[config.mk]
export PLATFORM = sky130hd
export DESIGN_NAME = serie_paralelo_receiver_flat
export DESIGN_NICKNAME = d
export VERILOG_FILES = /design/src/rtl/serie_pkg.sv /design/src/rtl/serie_paralelo_receiver_if.sv /design/src/rtl/serie_shift_core.sv /design/src/rtl/serie_paralelo_receiver.sv /design/src/flat_wrapper.sv
export SDC_FILE = /design/constraint.sdc
export NUM_CORES = 1
export LEC_CHECK = 0
export ABC_CLOCK_PERIOD_IN_PS = 1750
export BUFFER_PORTS_ARGS = -buffer_cell sky130_fd_sc_hd__clkbuf_2
export CAP_MARGIN = 20
export CORE_MARGIN = 10
export CORE_UTILIZATION = 53
export DETAILED_ROUTE_END_ITERATION = 8
export GPL_TIMING_DRIVEN = 1
export PLACE_DENSITY = 0.75
export SYNTH_ARGS = -nofsm -noshare
export SYNTH_HDL_FRONTEND = slang
export SYNTH_HIERARCHICAL = 1
export SYNTH_SLANG_ARGS = --single-unit
[constraint.sdc]
create_clock -name Clk -period 1.75 [get_ports Clk]
set_input_delay 0.35 -clock Clk [delete_from_list [all_inputs] [get_ports Clk]]
set_output_delay 0.35 -clock Clk [all_outputs]
set_load 0.005 [all_outputs]
[src/rtl/serie_pkg.sv]
// serie_pkg -- shared definitions for the serial-to-parallel receiver.
//   serie_state_t         : receiver FSM states (PARITY only with SERIE_PARITY_EN)
//   SERIE_MSB_FIRST/LSB   : LeRi encodings
//   SERIE_WIDTH_MIN/MAX   : legal range of the WIDTH parameter
//   serie_parity_err()    : even-parity check over data bits plus parity bit
package serie_pkg;

  typedef enum logic [1:0] {
    ST_IDLE   = 2'd0,
    ST_SHIFT  = 2'd1
`ifdef SERIE_PARITY_EN
    ,ST_PARITY = 2'd2
`endif
  } serie_state_t;

  localparam logic SERIE_MSB_FIRST = 1'b1;
  localparam logic SERIE_LSB_FIRST = 1'b0;

  localparam int SERIE_WIDTH_MIN = 2;
  localparam int SERIE_WIDTH_MAX = 16;

  // Data is zero-extended to the maximum width; zero bits do not change the XOR.
  function automatic logic serie_parity_err(input logic [SERIE_WIDTH_MAX-1:0] data,
                                            input logic pbit);
    return (^data) ^ pbit;
  endfunction

endpackage

[src/rtl/serie_paralelo_receiver_if.sv]
// serie_paralelo_receiver_if -- serial input strobes and parallel result bus.
//   Data_In, Ena, Start, LeRi : serial side, driven by the master
//   Data_Out, Valid, Busy, Abort (and Parity_Err with SERIE_PARITY_EN) : results
//   slave modport : receiver side;  master modport : bit source / consumer side
interface serie_paralelo_receiver_if #(
  parameter int WIDTH = 4
);
  logic             Data_In;
  logic             Ena;
  logic             Start;
  logic             LeRi;
  logic [WIDTH-1:0] Data_Out;
  logic             Valid;
  logic             Busy;
  logic             Abort;
`ifdef SERIE_PARITY_EN
  logic             Parity_Err;
`endif

  modport slave (
    input  Data_In, Ena, Start, LeRi,
    output Data_Out, Valid, Busy, Abort
`ifdef SERIE_PARITY_EN
    ,output Parity_Err
`endif
  );

  modport master (
    output Data_In, Ena, Start, LeRi,
    input  Data_Out, Valid, Busy, Abort
`ifdef SERIE_PARITY_EN
    ,input Parity_Err
`endif
  );
endinterface

[src/rtl/serie_shift_core.sv]
// serie_shift_core -- WIDTH-bit bidirectional shift register.
//   Clk, Rst (async active-low) : clock and reset
//   shift_en : shift Data_In into the register this edge
//   clear    : zero the register; together with shift_en the new bit lands
//              in an otherwise empty register (first bit of a frame)
//   dir      : 1 = shift left (MSB first), 0 = shift right (LSB first)
//   Data_In  : serial bit;  q : parallel register contents
module serie_shift_core import serie_pkg::*; #(
  parameter int WIDTH = 4
) (
  input  logic             Clk,
  input  logic             Rst,
  input  logic             shift_en,
  input  logic             clear,
  input  logic             dir,
  input  logic             Data_In,
  output logic [WIDTH-1:0] q
);

  logic [WIDTH-1:0] shreg_r;
  logic [WIDTH-1:0] base_s;

  // Starting value for the shift: empty when a frame is being (re)started.
  always_comb begin
    if (clear) begin
      base_s = {WIDTH{1'b0}};
    end else begin
      base_s = shreg_r;
    end
  end

  // Shift register update.
  always_ff @(posedge Clk or negedge Rst) begin
    if (!Rst) begin
      shreg_r <= {WIDTH{1'b0}};
    end else if (shift_en) begin
      if (dir == SERIE_MSB_FIRST) begin
        shreg_r <= {base_s[WIDTH-2:0], Data_In};
      end else begin
        shreg_r <= {Data_In, base_s[WIDTH-1:1]};
      end
    end else begin
      shreg_r <= base_s;
    end
  end

  assign q = shreg_r;

endmodule

[src/rtl/serie_paralelo_receiver.sv]
// serie_paralelo_receiver -- serial-to-parallel receiver with framing FSM.
//   Clk, Rst (async active-low) : clock and reset
//   bus (serie_paralelo_receiver_if.slave) : Data_In/Ena/Start/LeRi in,
//     Data_Out/Valid/Busy/Abort out (Parity_Err too with SERIE_PARITY_EN)
// Optional feature macro SERIE_PARITY_EN: an even-parity bit follows the
// WIDTH data bits and Parity_Err pulses alongside Valid on a mismatch.
// All outputs are registered; Valid and Abort are single-cycle pulses.
module serie_paralelo_receiver import serie_pkg::*; #(
  parameter int WIDTH = 4
) (
  input logic                    Clk,
  input logic                    Rst,
  serie_paralelo_receiver_if.slave bus
);

  localparam int CNT_W = $clog2(WIDTH + 1);

  serie_state_t     state_r, next_state_s;
  logic [CNT_W-1:0] count_r, count_nxt_s;
  logic             leri_r, leri_nxt_s;
  logic             shift_en_s, clear_s, dir_s;
  logic [WIDTH-1:0] shreg_s;
  logic             valid_nxt_s, abort_nxt_s, load_s;
  logic [WIDTH-1:0] load_val_s;
  logic [WIDTH-1:0] dout_r;
  logic             valid_r, abort_r, busy_r;
`ifdef SERIE_PARITY_EN
  logic             perr_nxt_s, perr_r;
`else
  logic [WIDTH-1:0] word_s;

  // Word including the bit being accepted now, so the last data bit can
  // complete the frame on its own edge.
  assign word_s = (leri_r == SERIE_MSB_FIRST) ? {shreg_s[WIDTH-2:0], bus.Data_In}
                                              : {bus.Data_In, shreg_s[WIDTH-1:1]};
`endif

  serie_shift_core #(.WIDTH(WIDTH)) u_core (
    .Clk      (Clk),
    .Rst      (Rst),
    .shift_en (shift_en_s),
    .clear    (clear_s),
    .dir      (dir_s),
    .Data_In  (bus.Data_In),
    .q        (shreg_s)
  );

  // Next-state, counter and output-pulse decode.
  always_comb begin
    next_state_s = state_r;
    count_nxt_s  = count_r;
    leri_nxt_s   = leri_r;
    shift_en_s   = 1'b0;
    clear_s      = 1'b0;
    dir_s        = leri_r;
    valid_nxt_s  = 1'b0;
    abort_nxt_s  = 1'b0;
    load_s       = 1'b0;
    load_val_s   = shreg_s;
`ifdef SERIE_PARITY_EN
    perr_nxt_s   = 1'b0;
`endif
    if (bus.Ena && bus.Start) begin
      // A start always begins a fresh frame; mid-frame it discards the partial word.
      next_state_s = ST_SHIFT;
      count_nxt_s  = CNT_W'(1);
      leri_nxt_s   = bus.LeRi;
      dir_s        = bus.LeRi;
      shift_en_s   = 1'b1;
      clear_s      = 1'b1;
      abort_nxt_s  = (state_r != ST_IDLE);
    end else if (bus.Ena) begin
      case (state_r)
        ST_SHIFT: begin
          shift_en_s  = 1'b1;
          count_nxt_s = count_r + CNT_W'(1);
          if (count_r == CNT_W'(WIDTH - 1)) begin
`ifdef SERIE_PARITY_EN
            next_state_s = ST_PARITY;
`else
            next_state_s = ST_IDLE;
            count_nxt_s  = {CNT_W{1'b0}};
            valid_nxt_s  = 1'b1;
            load_s       = 1'b1;
            load_val_s   = word_s;
`endif
          end else begin
            next_state_s = ST_SHIFT;
          end
        end
`ifdef SERIE_PARITY_EN
        ST_PARITY: begin
          // Parity bit is not shifted in; the register already holds the word.
          next_state_s = ST_IDLE;
          count_nxt_s  = {CNT_W{1'b0}};
          valid_nxt_s  = 1'b1;
          load_s       = 1'b1;
          load_val_s   = shreg_s;
          perr_nxt_s   = serie_parity_err(SERIE_WIDTH_MAX'(shreg_s), bus.Data_In);
        end
`endif
        default: begin
          // IDLE: a bit without Start is ignored.
          next_state_s = ST_IDLE;
        end
      endcase
    end else begin
      next_state_s = state_r;
    end
  end

  // State, counter and registered outputs.
  always_ff @(posedge Clk or negedge Rst) begin
    if (!Rst) begin
      state_r <= ST_IDLE;
      count_r <= {CNT_W{1'b0}};
      leri_r  <= SERIE_LSB_FIRST;
      dout_r  <= {WIDTH{1'b0}};
      valid_r <= 1'b0;
      abort_r <= 1'b0;
      busy_r  <= 1'b0;
`ifdef SERIE_PARITY_EN
      perr_r  <= 1'b0;
`endif
    end else begin
      state_r <= next_state_s;
      count_r <= count_nxt_s;
      leri_r  <= leri_nxt_s;
      valid_r <= valid_nxt_s;
      abort_r <= abort_nxt_s;
      busy_r  <= (next_state_s != ST_IDLE);
      if (load_s) begin
        dout_r <= load_val_s;
      end else begin
        dout_r <= dout_r;
      end
`ifdef SERIE_PARITY_EN
      perr_r  <= perr_nxt_s;
`endif
    end
  end

  assign bus.Data_Out = dout_r;
  assign bus.Valid    = valid_r;
  assign bus.Abort    = abort_r;
  assign bus.Busy     = busy_r;
`ifdef SERIE_PARITY_EN
  assign bus.Parity_Err = perr_r;
`endif

endmodule

[src/flat_wrapper.sv]
// flat-port wrapper written by rule: the top's interface ports become plain ports
module serie_paralelo_receiver_flat import serie_pkg::*;
#(
  parameter int WIDTH = 4
)
  (Clk, Rst, bus_Data_In, bus_Ena, bus_Start, bus_LeRi, bus_Data_Out, bus_Valid, bus_Busy, bus_Abort);
  serie_paralelo_receiver_if #(.WIDTH(WIDTH)) bus_i ();
  input logic Clk;
  input logic Rst;
  input wire logic [$bits(bus_i.Data_In)-1:0] bus_Data_In;
  input wire logic [$bits(bus_i.Ena)-1:0] bus_Ena;
  input wire logic [$bits(bus_i.Start)-1:0] bus_Start;
  input wire logic [$bits(bus_i.LeRi)-1:0] bus_LeRi;
  output wire logic [$bits(bus_i.Data_Out)-1:0] bus_Data_Out;
  output wire logic [$bits(bus_i.Valid)-1:0] bus_Valid;
  output wire logic [$bits(bus_i.Busy)-1:0] bus_Busy;
  output wire logic [$bits(bus_i.Abort)-1:0] bus_Abort;
  assign bus_i.Data_In = bus_Data_In;
  assign bus_i.Ena = bus_Ena;
  assign bus_i.Start = bus_Start;
  assign bus_i.LeRi = bus_LeRi;
  assign bus_Data_Out = bus_i.Data_Out;
  assign bus_Valid = bus_i.Valid;
  assign bus_Busy = bus_i.Busy;
  assign bus_Abort = bus_i.Abort;
  serie_paralelo_receiver #(.WIDTH(WIDTH)) u_core (.Clk(Clk), .Rst(Rst), .bus(bus_i));
endmodule
==> results of run 1 <==
-- worst max-delay path by stage --
stage	cells after the start	endpoint	start	slack [ns]
after CTS	4	u_core/bus.Data_Out[2]$_DFFE_PN0P_	u_core/count_r[0]$_DFFE_PN0P_	0.04
final	4	u_core/bus.Data_Out[0]$_DFFE_PN0P_	u_core/count_r[0]$_DFFE_PN0P_	0.13
after global placement	4	u_core/bus.Data_Out[2]$_DFFE_PN0P_	u_core/count_r[0]$_DFFE_PN0P_	0.04
after floorplan	5	u_core/u_core/q[3]$_DFF_PN0_	bus_Start	0.07
after detailed placement	4	u_core/bus.Data_Out[1]$_DFFE_PN0P_	u_core/count_r[0]$_DFFE_PN0P_	0.05
after global routing	4	u_core/bus.Data_Out[2]$_DFFE_PN0P_	u_core/count_r[0]$_DFFE_PN0P_	0.06
-- placed cells by master (no fill, tap or decap), types with 2 or more instances in the layout --
master | netlist | layout
inv_1 | 3 | 3
mux2i_1 | 2 | 2
mux2_4 | 4 | 4
a211o_1 | 3 | 3
nor2_1 | 3 | 3
dfrtp_1 | 17 | 17
mux2_2 | 5 | 5
clkbuf_4 | 0 | 3
and2b_2 | 2 | 2
a21o_1 | 2 | 2
o21a_1 | 2 | 2
clkbuf_2 | 1 | 12
buf_4 | 0 | 2
a211oi_1 | 2 | 2
-- per-layer routing --
metal  track usage (%)  vias up  share of wire [%]  wire length [um]
met5                 0        -                  0                 0
met1             11.42      251                 46               674
met3             3.004        4                5.6                82
met2             13.97       16                 47               694
li1                  -      261                  -                 -
met4             4.918        0                1.0                15
-- registers in the layout, indices dropped and copies added (netlist names) --
name,cells
u_core/u_core/q,4
u_core/bus.Busy,1
u_core/bus.Abort,1
u_core/leri_r,1
u_core/bus.Data_Out,4
u_core/count_r,3
u_core/bus.Valid,1
u_core/state_r,2
-- area by class of cell --
type	instances	area, um2	share of cell area, %
clock buffer	4	26.28	2.807
tap	16	20.02	2.139
multi-input combinational	40	367.9	39.30
inverter	3	11.26	1.203
timing repair buffer	15	85.08	9.091
sequential	17	425.4	45.45
-- cell usage after synthesis, types with 2 or more instances --
cell      instances  area share, %
mux2_4            4            7.3
mux2_2            5            6.8
a211o_1           3            3.2
mux2i_1           2            2.4
a21o_1            2            1.8
nor2_1            3            1.4
a211oi_1          2            1.8
and2b_2           2            2.1
inv_1             3            1.4
dfrtp_1          17             52
o21a_1            2            1.8
-- cell families (layout without fill, tap and decap cells) --
| group | count (synthesis) | count (layout) |
|---|---|---|
| DFF | 17 | 17 |
| AOI/OAI and AO/OA | 14 | 14 |
| adders and majority gates | 1 | 1 |
| muxes | 11 | 11 |
| buffers and inverters | 6 | 22 |
| and+or+nand+nor | 14 | 14 |
-- power breakdown --
group | switching, mW | total, mW | internal (mW)
clock | 0.114 | 0.203 | 0.0883
combinational | 0.151 | 0.380 | 0.229
sequential | 0.0806 | 0.581 | 0.500
total | 0.346 | 1.16 | 0.818
-- repair_timing --
action,CTS,global route
setup endpoints to repair,0,4
hold endpoints to repair,17,0
gates resized for setup,0,1
hold buffers,1,0
-- stage by stage --
stage / std cells / power, mW / hold WS [ns]
CTS: 95 / 1.175 / 0.3406
detailed placement: 90 / 0.9716 / 0.3009
global route: 95 / 1.261 / 0.3616
floorplan: 63 / 0.8461 / 0.05441
finish: 95 / 1.164 / 0.3442
global placement: 90 / 0.9598 / 0.2992
==> run summary, run 1 <==
status - finished, final reports clean
total gr overflow - 0
PwrDens - 1244 mW/mm2
Clock Pin Slew Worst Setup and Hold Paths - 0.09 ns
CP Launch Type - register
H-tree levels - 1
Hold EP - u_core/count_r[2]$_DFFE_PN0P_
Die H - 59.38 um
clk buf depth - 2
share of flip-flops with an asynchronous set or reset - 100.0%
Final HPWL DP - 1108 um
WP data required - 1.92 ns
post-layout util - 62.86%
Tcrit/Tclk final - 92.73%
largest net degree at the start of global routing - 18
antenna fix cells - 0
dpl ws - 0.05269 ns
Crit. End Element - register
Ports - 13
LEAKAGE - 0.4954 nW
antenna violations before repair - 0
pins over their slew limit - 0
Post-synth EDFFs - 0
final net count - 87
warnings from Yosys - 6
reg2reg setup slack - 0.13 ns
Post-Syn Area - 822.0 um2
DR vias - 532
Post-Synth Simple-Gate Area - 12.94%
Layout area overhead - 13.85%
Arrival @ worst endpoint - 1.79 ns
max incr delay on CP - 0.46 ns
Synthesized Nets - 70
share of layout cells above drive strength 1 - 43.04%
reg2reg path depth - 4
post-CTS setup buffers - 0
most used flip-flop cell after synthesis - dfrtp_1
Placed Area - 897.1 um2
Setup TNS - 0 ns
number of buffers created by CTS - 3
WP buf/inv - 0
mux cell area share after synthesis - 16.59%
max cap viols - 0
Num Clock Sinks - 17
ANT nets after route - 0
vias in the first global route - 551
RR Startpoint - u_core/count_r[0]$_DFFE_PN0P_
core area - 0.001489 mm2
Final setup viols - 0
Avg Inst Size Synth - 13.05 um2
fmax - 616.3 MHz
Final WS setup - 0.1273 ns
DR WL/cell - 15.43 um
Slew HR - 72.59%
crit path kind - register to register
main combinational cell family by area after synthesis - multiplexers
Synth Area in XOR/XNOR - 0%
row cnt - 14
DR pass1 iterations - 4
Fin Clk Skew - 0.001418 ns
CTS tree - built
clock latency on the worst-skew pair - 0.28 ns
die area - 0.003526 mm2
Hold WC Path Type - primary input to register
initial core utilization - 55.21%
DRT iter0 DRCs - 17
first-pass GRT wire length - 2504 um
Post-Synth Adder-Cell Area - 1.522%
critical path cell sequence - ha_1 > nor2b_1 > or3b_4 > mux2_4
Design Area, Final - 935.9 um2
PortBufs - 12
Slew @ Worst Pin - 0.4111 ns
Worst VDD drop - 0.7412 mV
Overall Global Routing Usage - 9.288%
WL final - 1466 um
Hold Path Cell Cnt - 2
post-synthesis compound-gate area fraction - 13.39%
min-delay src - bus_Ena
number of vias per cell - 5.600
Filler cells - 119
CP top delay family - simple AND/OR/NAND/NOR gates
final hold vios - 0
Root Buffer - clkbuf_4
Synth cell types - 29
sequential element share of the synthesized area - 51.75%
RR Endpoint - u_core/bus.Data_Out[0]$_DFFE_PN0P_
Routability Congestion - 0.7187
Cells after Synth - 63
DIE WIDTH - 59.38 um
Crit-path slowest cell - or3b_4
synthesized flop and latch total - 17
Final Critical Period - 1.623 ns
Post-route DRC - 0
largest fanout on the critical path - 5
RSZ-0062 raised after global routing - no
(Power assumes the default switching activity.)
==> run 2, diff against run 1 <==
==> constraint.sdc (replaced) <==
create_clock -name Clk -period 1.75 [get_ports Clk]
set_input_delay 0.0875 -clock Clk [delete_from_list [all_inputs] [get_ports Clk]]
set_output_delay 0.0875 -clock Clk [all_outputs]
set_load 0.005 [all_outputs]
==> run 2 against run 1 <==
  * Utilization shrank 0.42 points
  * Count of clock-buffer cells in the layout down 1
  * First-iteration DRC count down 88%
  * Maximum frequency is 0.81% lower
  * Largest power group unchanged
  * Routed wire length up 2.3%
==> run summary, run 2 (synthesis gave the netlist of run 1 again) <==
CP top delay family - simple AND/OR/NAND/NOR gates
largest net degree at the start of global routing - 18
first-pass GRT wire length - 2601 um
Post-route DRC - 0
CTS tree - built
most common cell after layout, fill and taps aside - dfrtp_1
Arrival @ worst endpoint - 1.82 ns
DR pass1 iterations - 4
Ports - 13
initial core utilization - 55.21%
PwrDens - 1261 mW/mm2
row cnt - 14
Root Buffer - clkbuf_4
share of layout cells above drive strength 1 - 43.59%
clock latency on the worst-skew pair - 0.29 ns
final net count - 86
most frequent cells in the layout - 17 x dfrtp_1, 12 x clkbuf_2, 5 x mux2_2
Final Critical Period - 1.636 ns
core area - 0.001489 mm2
DRT iter0 DRCs - 2
critical path cell sequence - ha_1 > nor2b_1 > or3b_4 > mux2_4
Placed Area - 889.6 um2
number of vias per cell - 5.521
largest fanout on the critical path - 5
Design Area, Final - 929.6 um2
Routability Congestion - 0.7524
H-tree levels - 1
Tcrit/Tclk final - 93.49%
Fin Clk Skew - 0.0005434 ns
Slew HR - 72.27%
Die H - 59.38 um
Final HPWL DP - 1128 um
ANT nets after route - 0
antenna violations before repair - 0
CP Launch Type - register
DIE WIDTH - 59.38 um
crit path kind - register to register
die area - 0.003526 mm2
WP data required - 1.93 ns
max cap viols - 0
RSZ-0062 raised after global routing - no
PortBufs - 12
pins over their slew limit - 0
max incr delay on CP - 0.46 ns
antenna fix cells - 0
total gr overflow - 0
Setup TNS - 0 ns
LEAKAGE - 0.4933 nW
Worst VDD drop - 0.6596 mV
Layout area overhead - 13.09%
fmax - 611.2 MHz
Num Clock Sinks - 17
Overall Global Routing Usage - 9.588%
Crit. End Element - register
Slew @ Worst Pin - 0.4159 ns
Clock Pin Slew Worst Setup and Hold Paths - 0.10 ns
WP buf/inv - 0
Final setup viols - 0
Hold WC Path Type - primary input to register
WL final - 1500 um
post-layout util - 62.44%
DR vias - 519
Crit-path slowest cell - or3b_4
clk buf depth - 2
final hold vios - 0
number of buffers created by CTS - 3
status - finished, final reports clean
DR WL/cell - 15.96 um
vias in the first global route - 608
run 2: layer usage:
layer,vias to the layer above,GRT usage (%),part of all wire [%]
met5,-,0,0
met3,2,2.575,4.9
li1,259,-,-
met2,7,14.86,49
met1,251,11.15,45
met4,0,6.557,0.93
run 2: worst paths after layout:
path                                                     from                            endpoint  slack, ns  depth (start not counted)
max in group asynchronous                                 Rst         u_core/state_r[1]$_DFF_PN0_       1.21                          2
hold reg to reg            u_core/bus.Data_Out[3]$_DFFE_PN0P_  u_core/bus.Data_Out[3]$_DFFE_PN0P_       0.52                          1
hold / removal                                      bus_Start       u_core/count_r[1]$_DFFE_PN0P_       0.03                          2
setup reg to reg                u_core/count_r[0]$_DFFE_PN0P_  u_core/bus.Data_Out[2]$_DFFE_PN0P_       0.11                          4
setup / recovery                u_core/count_r[0]$_DFFE_PN0P_  u_core/bus.Data_Out[2]$_DFFE_PN0P_       0.11                          4
min in group asynchronous                                 Rst  u_core/bus.Data_Out[3]$_DFFE_PN0P_       0.25                          2
run 2: worst register-to-register path, delay by kind of cell, from the launching register on:
kind          cells  cell delay, ns
fa+ha+maj         1            0.17
flops             1            0.39
mux               1            0.32
simple gates      2            0.65
run 2: report_power, final:
part | internal, mW | switching (mW)
Clock | 0.0849 | 0.125
Combinational | 0.228 | 0.151
Sequential | 0.500 | 0.0821
run 2: cell type report:
class                      instances  area [um2]
fill                             112       559.3
sequential                        17       425.4
multi-input combinational         40       367.9
timing repair buffer              14       77.57
clock buffer                       3       22.52
tap                               16       20.02
inverter                           3       11.26
clock inverter                     1       5.005
run 2: stage by stage:
stage	instances	power, mW	worst slack [ns]	hold WS (ns)
after CTS	94	1.191	0.03532	0.01011
after detailed placement	89	0.9756	0.04622	0.04061
after floorplan	63	0.8461	0.1791	-0.2081
after global placement	89	0.9557	0.1261	0.03851
after global routing	94	1.259	0.03821	0.02266
final	94	1.172	0.1140	0.03348
run 2: repair_timing:
action	4_1_cts	5_1_grt
setup endpoints to repair	0	4
resized for setup	0	1
endpoints found under the hold margin	17	0
buffers inserted	0	0
hold buffers	1	0
